==> src/rtl/rtc_time_set_pkg.sv <==
// Shared types and constants for the RTC time-set block: FSM states, field codes
// and the wrap-around step used when editing a time field.
package rtc_pkg;

    typedef enum logic [2:0] {
        IDLE,
        SET_HOUR,
        SET_MIN,
        SET_SEC,
        COMMIT
    } state_t;

    localparam logic [1:0] FIELD_NONE = 2'd0;
    localparam logic [1:0] FIELD_HOUR = 2'd1;
    localparam logic [1:0] FIELD_MIN  = 2'd2;
    localparam logic [1:0] FIELD_SEC  = 2'd3;

    localparam logic [5:0] HOUR_MAX   = 6'd23;
    localparam logic [5:0] MINSEC_MAX = 6'd59;

    // One step up or down within 0..max_val, wrapping at both ends
    function automatic logic [5:0] step_wrap(input logic [5:0] value,
                                             input logic [5:0] max_val,
                                             input logic       up);
        if (up)
            return (value >= max_val) ? 6'd0 : value + 6'd1;
        else
            return (value == 6'd0) ? max_val : value - 6'd1;
    endfunction

endpackage

==> src/rtl/rtc_time_set_btn_debounce.sv <==
// Raw push-button conditioner: 2-FF synchroniser, stability debouncer and
// rising-edge detector producing a single-cycle press pulse.
module btn_debounce #(
    parameter int DEBOUNCE_CYCLES = 1_000_000
) (
    input  logic clk,
    input  logic reset,
    input  logic btn,
    output logic press
);

    localparam int CNT_W = $clog2(DEBOUNCE_CYCLES + 1);

    logic             sync_1;
    logic             sync_2;
    logic             level;
    logic             level_d;
    logic [CNT_W-1:0] stable_cnt;

    always_ff @(posedge clk or posedge reset) begin
        if (reset) begin
            sync_1 <= 1'b0;
            sync_2 <= 1'b0;
        end else begin
            sync_1 <= btn;
            sync_2 <= sync_1;
        end
    end

    // The accepted level only follows the synced input after it has differed
    // for DEBOUNCE_CYCLES consecutive cycles; any bounce back restarts the count.
    always_ff @(posedge clk or posedge reset) begin
        if (reset) begin
            level      <= 1'b0;
            level_d    <= 1'b0;
            stable_cnt <= '0;
        end else begin
            level_d <= level;
            if (sync_2 == level) begin
                stable_cnt <= '0;
            end else if (stable_cnt == CNT_W'(DEBOUNCE_CYCLES - 1)) begin
                level      <= sync_2;
                stable_cnt <= '0;
            end else begin
                stable_cnt <= stable_cnt + 1'b1;
            end
        end
    end

    assign press = level & ~level_d;

endmodule

==> src/rtl/rtc_time_set.sv <==
// Time-set session controller: turns debounced button presses into editing of a
// shadow HH:MM:SS and a one-cycle load strobe towards the RTC.
module rtc_time_set
    import rtc_pkg::*;
#(
    parameter int DEBOUNCE_CYCLES = 1_000_000,
    parameter int BLINK_CYCLES    = 25_000_000,
    parameter int TIMEOUT_CYCLES  = 1_000_000_000
) (
    input  logic       clk,
    input  logic       reset,
    input  logic       btn_mode,
    input  logic       btn_inc,
    input  logic       btn_dec,
    input  logic [4:0] cur_hour,
    input  logic [5:0] cur_min,
    input  logic [5:0] cur_sec,
    output logic       set_active,
    output logic [1:0] set_field,
    output logic [4:0] set_hour,
    output logic [5:0] set_min,
    output logic [5:0] set_sec,
    output logic       load,
    output logic       blink
);

    localparam int TMO_W = $clog2(TIMEOUT_CYCLES + 1);
    localparam int BLK_W = $clog2(BLINK_CYCLES + 1);

    state_t           state_q;
    state_t           state_d;
    logic             mode_p;
    logic             inc_p;
    logic             dec_p;
    logic             any_press;
    logic             step_en;
    logic             timed_out;
    logic             next_in_set;
    logic [TMO_W-1:0] timeout_cnt;
    logic [BLK_W-1:0] blink_cnt;

    btn_debounce #(.DEBOUNCE_CYCLES(DEBOUNCE_CYCLES)) u_deb_mode (
        .clk(clk), .reset(reset), .btn(btn_mode), .press(mode_p));
    btn_debounce #(.DEBOUNCE_CYCLES(DEBOUNCE_CYCLES)) u_deb_inc (
        .clk(clk), .reset(reset), .btn(btn_inc), .press(inc_p));
    btn_debounce #(.DEBOUNCE_CYCLES(DEBOUNCE_CYCLES)) u_deb_dec (
        .clk(clk), .reset(reset), .btn(btn_dec), .press(dec_p));

    // Mode has priority; simultaneous inc and dec cancel each other out
    assign any_press = mode_p | inc_p | dec_p;
    assign step_en   = (inc_p ^ dec_p) & ~mode_p;
    assign timed_out = (timeout_cnt == TMO_W'(TIMEOUT_CYCLES - 1)) & ~any_press;

    always_ff @(posedge clk or posedge reset) begin
        if (reset) state_q <= IDLE;
        else       state_q <= state_d;
    end

    always_comb begin
        state_d    = state_q;
        set_active = 1'b0;
        set_field  = FIELD_NONE;
        load       = 1'b0;
        case (state_q)
            IDLE: begin
                if (mode_p) state_d = SET_HOUR;
            end
            SET_HOUR: begin
                set_active = 1'b1;
                set_field  = FIELD_HOUR;
                if (mode_p)         state_d = SET_MIN;
                else if (timed_out) state_d = IDLE;
            end
            SET_MIN: begin
                set_active = 1'b1;
                set_field  = FIELD_MIN;
                if (mode_p)         state_d = SET_SEC;
                else if (timed_out) state_d = IDLE;
            end
            SET_SEC: begin
                set_active = 1'b1;
                set_field  = FIELD_SEC;
                if (mode_p)         state_d = COMMIT;
                else if (timed_out) state_d = IDLE;
            end
            COMMIT: begin
                load    = 1'b1;
                state_d = IDLE;
            end
            default: state_d = IDLE;
        endcase
    end

    assign next_in_set = (state_d == SET_HOUR) || (state_d == SET_MIN) || (state_d == SET_SEC);

    // Shadow time: captured from the live RTC on session entry, then edited in place
    always_ff @(posedge clk or posedge reset) begin
        if (reset) begin
            set_hour <= '0;
            set_min  <= '0;
            set_sec  <= '0;
        end else if (state_q == IDLE && mode_p) begin
            set_hour <= cur_hour;
            set_min  <= cur_min;
            set_sec  <= cur_sec;
        end else if (step_en) begin
            case (state_q)
                SET_HOUR: set_hour <= 5'(step_wrap({1'b0, set_hour}, HOUR_MAX, inc_p));
                SET_MIN:  set_min  <= step_wrap(set_min, MINSEC_MAX, inc_p);
                SET_SEC:  set_sec  <= step_wrap(set_sec, MINSEC_MAX, inc_p);
                default: ;
            endcase
        end
    end

    always_ff @(posedge clk or posedge reset) begin
        if (reset)
            timeout_cnt <= '0;
        else if (!next_in_set || state_d != state_q || any_press)
            timeout_cnt <= '0;
        else
            timeout_cnt <= timeout_cnt + 1'b1;
    end

    // Blink phase restarts high on every session entry
    always_ff @(posedge clk or posedge reset) begin
        if (reset) begin
            blink     <= 1'b0;
            blink_cnt <= '0;
        end else if (!next_in_set) begin
            blink     <= 1'b0;
            blink_cnt <= '0;
        end else if (state_q == IDLE) begin
            blink     <= 1'b1;
            blink_cnt <= '0;
        end else if (blink_cnt == BLK_W'(BLINK_CYCLES - 1)) begin
            blink     <= ~blink;
            blink_cnt <= '0;
        end else begin
            blink_cnt <= blink_cnt + 1'b1;
        end
    end

endmodule
==> config.mk <==
export PLATFORM = sky130hd
export DESIGN_NAME = rtc_time_set
export DESIGN_NICKNAME = d
export VERILOG_FILES = /design/src/rtl/rtc_time_set_pkg.sv /design/src/rtl/rtc_time_set_btn_debounce.sv /design/src/rtl/rtc_time_set.sv
export SDC_FILE = /design/constraint.sdc
export NUM_CORES = 1
export LEC_CHECK = 0
export ABC_AREA = 0
export ABC_CLOCK_PERIOD_IN_PS = 2600
export CORE_MARGIN = 1.5
export CORE_UTILIZATION = 41
export CTS_CLUSTER_DIAMETER = 120
export DETAILED_ROUTE_END_ITERATION = 6
export PLACE_DENSITY_LB_ADDON = 0.2
export SLEW_MARGIN = 20
export SYNTH_ARGS = -nofsm -noshare
export SYNTH_HDL_FRONTEND = slang
export SYNTH_HIERARCHICAL = 1
export SYNTH_SLANG_ARGS = --single-unit
==> constraint.sdc <==
create_clock -name clk -period 2.6 [get_ports clk]
set_clock_uncertainty 0.2 [all_clocks]
set_input_delay 0.26 -clock clk [delete_from_list [all_inputs] [get_ports clk]]
set_output_delay 0.26 -clock clk [all_outputs]
set_load 0.05 [all_outputs]
Word level (Yosys, flattened, before mapping):

Cells that the tools add are included.

* output and inout port bits: 22
* flip-flop bits (word level): 148
* bits of input ports: 22
* logic and storage cells: 131

* add/sub/neg operators: 11
* magnitude comparators: 3
* reductions and logical operators: 21
* mux-type cells: 40
* bitwise logic cells: 17
* eq/ne operators: 17

Operators by type and width (number)
* $mux 20: 6
* $mux 25: 3
* $mux 6: 12
* $add 20x1->20 const B: 3
* $eq 20x20->1 const B: 3
* $add 30x1->30 const B: 1
* $eq 30x30->1 const B: 1
* $mux 30: 1
* $mux 5: 6
* $add 25x1->25 const B: 1
* $eq 25x25->1 const B: 1
* $mux 3: 5
* $add 6x1->6 const B: 2
* $eq 3x2->1 const B: 4
* $ge 6x6->1 const B: 2
* $logic_not 6->1: 2
* $pmux 3 s4: 1
* $reduce_and 2->1: 6
* $sub 6x1->6 const B: 2
* $not 1->1: 9
* $reduce_bool 2->1: 4
* $eq 3x1->1 const B: 2
* $pmux 2 s3: 1
* $add 5x1->5 const B: 1
* 16 further kinds: 30

Longest topological paths before layout:

* depth after elaboration: 16
* depth in mapped cells: 8
* mapped depth without buffers: 7

Cells and area by module:

The synthesis kept the hierarchy.

By module, submodules not included
* rtc_time_set: instances 1, cells an instance 522, area an instance 4585.6 um^2, sequential area each 1901.8 um^2
* btn_debounce: instances 3, cells an instance 110, area an instance 1181.1 um^2, sequential area each 600.6 um^2

Worst setup path after synthesis:

OpenSTA, ideal clock, no wires.

* path type: reg-to-reg
* from: register state_q[1]
* to: register timeout_cnt[21]
* arrival time: 1894 ps
* path slack: 434 ps
* path buffers: 2
* stages on the path, launching flop included: 7
* required time: 2329 ps
* clock period less this slack: 2166 ps
* cell sequence: dfrtp_1 -> clkbuf_1 -> nor2_1 -> nor2_1 -> nand3_2 -> buf_4 -> nor2_1

* longest elaborated chain between the ends: 10
* elaborated cells on any way between the ends: 20

RTL lines
* from (decl): RTL line rtc_time_set.sv:30 `state_t state_q;`
* from (signal assigned): RTL line rtc_time_set.sv:56 `else state_q <= state_d;`
* $mux 3: RTL line rtc_time_set.sv:72, rtc_time_set.sv:78, rtc_time_set.sv:84
* $mux 3 (on tied branches): RTL line rtc_time_set.sv:83, rtc_time_set.sv:71, rtc_time_set.sv:77
* $pmux 3 s4: RTL line rtc_time_set.sv:64 `case (state_q)`
* $eq 3x1->1 / $eq 3x2->1 (equally long branches): RTL line rtc_time_set.sv:94 `assign next_in_set = (state_d == SET_HOUR) || (state_d == SET_MIN) || (state_d == SET_SEC);`
* $logic_or 1x1->1 (2 in a row): RTL line rtc_time_set.sv:94
* $logic_not 1->1
* $logic_or 1x1->1 (*) (2 in a row): RTL line rtc_time_set.sv:119 `else if (!next_in_set || state_d != state_q || any_press)`
* $mux 30 (*): RTL line rtc_time_set.sv:119
* to (signal assigned): RTL line rtc_time_set.sv:122 `timeout_cnt <= timeout_cnt + 1'b1;`
* to (decl): RTL line rtc_time_set.sv:39 `logic [TMO_W-1:0] timeout_cnt;`

Every way passes the cells marked *; elsewhere a longest branch is shown, timed or not.
A chain may end at the register's enable or synchronous reset.

Final worst setup path:

* from: register state_q[2]
* to: output port set_field[1]

* longest elaborated chain between the ends: 2
* elaborated cells on any way between the ends: 4

RTL lines
* $eq 3x2->1 / $eq 3x1->1 (equally long branches): RTL line rtc_time_set.sv:64
* $pmux 2 s3 (*): RTL line rtc_time_set.sv:64
* to (decl): RTL line rtc_time_set.sv:19 `output logic [1:0] set_field,`

Marked as above.

==> out/results.txt <==
Routed Antenna Nets -> 0
overall routing resource usage -> 17.8%
most instantiated library cell after synthesis -> dfrtp_1
first-pass GRT wire length -> 29700 µm
CTS Root Buffer Type -> clkbuf_16
core area -> 19500 µm²
Commonest cells post-synth -> 148 x dfrtp_1, 131 x nor2_1, 62 x xnor2_1
outcome -> complete, no violations
largest net degree at the start of global routing -> 44
vias post-DR -> 6258
Hold Path Class -> in2async
vias in the first global route -> 6087
Die W -> 144 µm
fin. max-slew vios -> 0
top-area cell type share of the netlist area -> 45.6%
Iteration-0 DRC Markers -> 337
Post-synth ARST share -> 100%
peak supply drop -> 410 µV
Mapped Area -> 8130 µm²
row cnt -> 51
Least-Margin Pin Slew -> 0.555 ns
Critical Path Start -> state_q[2]$_DFF_PP0_
fmax -> 0.419 GHz
CTS Buffer Depth -> 2
share of cells above drive strength 1 -> 10.2%
nets -> 938
Mapped Cells -> 852
average cell area after synthesis -> 9.54 µm²
number of H-tree levels -> 4
hpwl dp -> 11300 µm
CP max FO -> 15
Synth area leaders -> dfrtp_1 46%, xnor2_1 6.7%, nor2_1 6.0%
number of top-level pins -> 44
FF-to-FF path depth -> 6
Seq/Total Area, Yosys -> 45.6%
post-route minimum period -> 2.39 ns
CTS Buf Count -> 17
RSZ-0062 raised after global routing -> false
syn nets -> 887
largest area contributor in the netlist -> dfrtp_1
CP endpoint kind -> output pin
R2R Path End -> timeout_cnt[28]$_DFF_PP0_
post-route cell area -> 9550 µm²
Wirelength per Cell -> 14.2 µm
Final period util -> 91.8%
final setup fails -> 0
clk sink count -> 148
DR pass1 iterations -> 5
port bufs -> 43
Slew Limit Headroom -> 62.9%
Initial Util -> 41.8%
Critical Path Source Type -> flop
r2r setup slk -> 0.26 ns
synth warn -> 6
hold buffers post-CTS -> 0
Post-synth top flop -> dfrtp_1
Residual DRC -> 0
number of synthesized register bits -> 148
setup TNS -> 0 ns
clock insertion delay at the later pin of the skew report -> 0.42 ns
max_cap viols -> 0
die area -> 20700 µm²
CTS tree -> done
placed inst area -> 8910 µm²
leakage -> 3.85 nW
Crit Path Class -> reg2out
Die H -> 144 µm
pwr/cell area -> 539 nW/µm²
Via density -> 5.30
GP Congestion -> 0.777
Netlist cell types -> 65
Area Growth Syn to Fin -> 17.5%
Post-synth EDFFs -> 0
Hold Violations, Final -> 0
CP required -> 2.14 ns
total gr overflow -> 0
routed wire length -> 16800 µm
Critical R2R Launch -> timeout_cnt[16]$_DFF_PP0_
antenna violations before repair -> 0
clk slew on worst S/H paths -> 0.06 ns
Arrival @ worst endpoint -> 1.93 ns
antenna cell count -> 0
## flip-flops by register name, summed over array words and instances, names as in the netlist, 3 cells and up
name                   flops
set_sec                    6
set_min                    6
u_deb_dec/stable_cnt      20
blink_cnt                 25
u_deb_inc/stable_cnt      20
u_deb_mode/stable_cnt     20
set_hour                   5
timeout_cnt               30
state_q                    3
## cell usage in the layout, fill, tap and decap left out, types with 4 or more instances in the layout
| master | synthesis | routed |
|---|---|---|
| and4_1 | 9 | 9 |
| dfrtp_1 | 148 | 148 |
| clkdlybuf4s50_1 | 0 | 40 |
| nor4_4 | 4 | 4 |
| buf_4 | 3 | 19 |
| ha_1 | 13 | 13 |
| nor3_1 | 26 | 26 |
| nor4b_1 | 4 | 4 |
| and4_2 | 5 | 5 |
| nand4b_1 | 5 | 5 |
| o22ai_1 | 7 | 7 |
| nand2b_1 | 4 | 4 |
| nor4_1 | 16 | 16 |
| or3_1 | 4 | 4 |
| nand2_1 | 51 | 51 |
| nor2b_1 | 8 | 7 |
| or4_1 | 8 | 8 |
| bufinv_16 | 0 | 5 |
| xnor2_1 | 62 | 62 |
| nand3_1 | 49 | 49 |
| inv_1 | 24 | 23 |
| and3_2 | 4 | 4 |
| nand4_1 | 26 | 26 |
| xor2_1 | 47 | 47 |
| o21ai_0 | 41 | 41 |
| clkbuf_16 | 0 | 17 |
| mux2i_1 | 4 | 4 |
| nand3_2 | 5 | 5 |
| nor2_1 | 131 | 131 |
| o31ai_1 | 8 | 8 |
| a21oi_1 | 35 | 35 |
| and3_1 | 14 | 14 |
## worst max-delay path: stages, from the launching register on
cell and delay [ns]:
dfrtp_1 0.53, nor2b_1 0.16, clkdlybuf4s50_1 0.81
## layer usage
layer | track usage (%) | share of wire, % | routed length [µm] | vias up
li1 | - | - | - | 3139
met1 | 25.1 | 50 | 8320 | 3008
met2 | 27.7 | 46 | 7730 | 101
met3 | 3.63 | 3.4 | 562 | 10
met4 | 4.94 | 0.90 | 151 | 0
met5 | 0 | 0 | 0 | -
## through the flow
step / util (%) / hold slack, ns / power [mW] / instances / setup slack [ns]
after global routing: 49.1 / 0.0602 / 5.34 / 1180 / 0.0979
after global placement: 45.8 / 0.131 / 2.52 / 1149 / 0.272
after detailed placement: 45.8 / 0.146 / 2.52 / 1149 / 0.253
after CTS: 49.1 / 0.0322 / 5.23 / 1180 / 0.0943
after floorplan: - / 0.0746 / 2.45 / 852 / 0.202
final: 49.1 / 0.0287 / 5.15 / 1180 / 0.214
## worst max path at each step
stage	end	slack, ns	cells after the start
after global placement	timeout_cnt[29]$_DFF_PP0_	0.27	6
after floorplan	blink$_DFFE_PP0P_	0.20	1
after global routing	load	0.1	3
after detailed placement	timeout_cnt[24]$_DFF_PP0_	0.25	6
final	set_field[1]	0.21	2
after CTS	set_field[0]	0.09	2
## repair_timing
item | CTS | global route
endpoints found under the setup margin | 1 | 1
gates cloned | 0 | 0
resized for setup | 1 | 1
pin swaps | 0 | 0
setup buffers | 0 | 0
## cells by family (layout without fill, tap and decap cells)
logic type	Yosys count	count (layout)	share of synthesized area, %
and+or+nand+nor	398	398	26.8
DFF	148	148	45.6
AOI/OAI and AO/OA	121	121	9.76
xor gates and xnor gates	109	109	11.7
buffers and inverters	56	119	3.26
adders and majority gates	13	13	2.00
muxes	7	7	0.908
## area by class of cell
type                       instances  area [µm²]
multi-input combinational        648        4160
timing repair buffer              64         624
tap                              265         332
sequential                       148        3700
clock buffer                      19         433
clock inverter                    12         204
fill                            1781        9910
inverter                          24        91.3
## power breakdown
part	internal [mW]	switching, mW	total, mW	leakage, nW
combinational	0.0565	0.0803	0.137	1.59
sequential	2.32	0.0136	2.33	1.96
clock	1.70	0.975	2.68	0.300
total	4.08	1.07	5.15	3.85
Power figures use the tool's default switching activity.
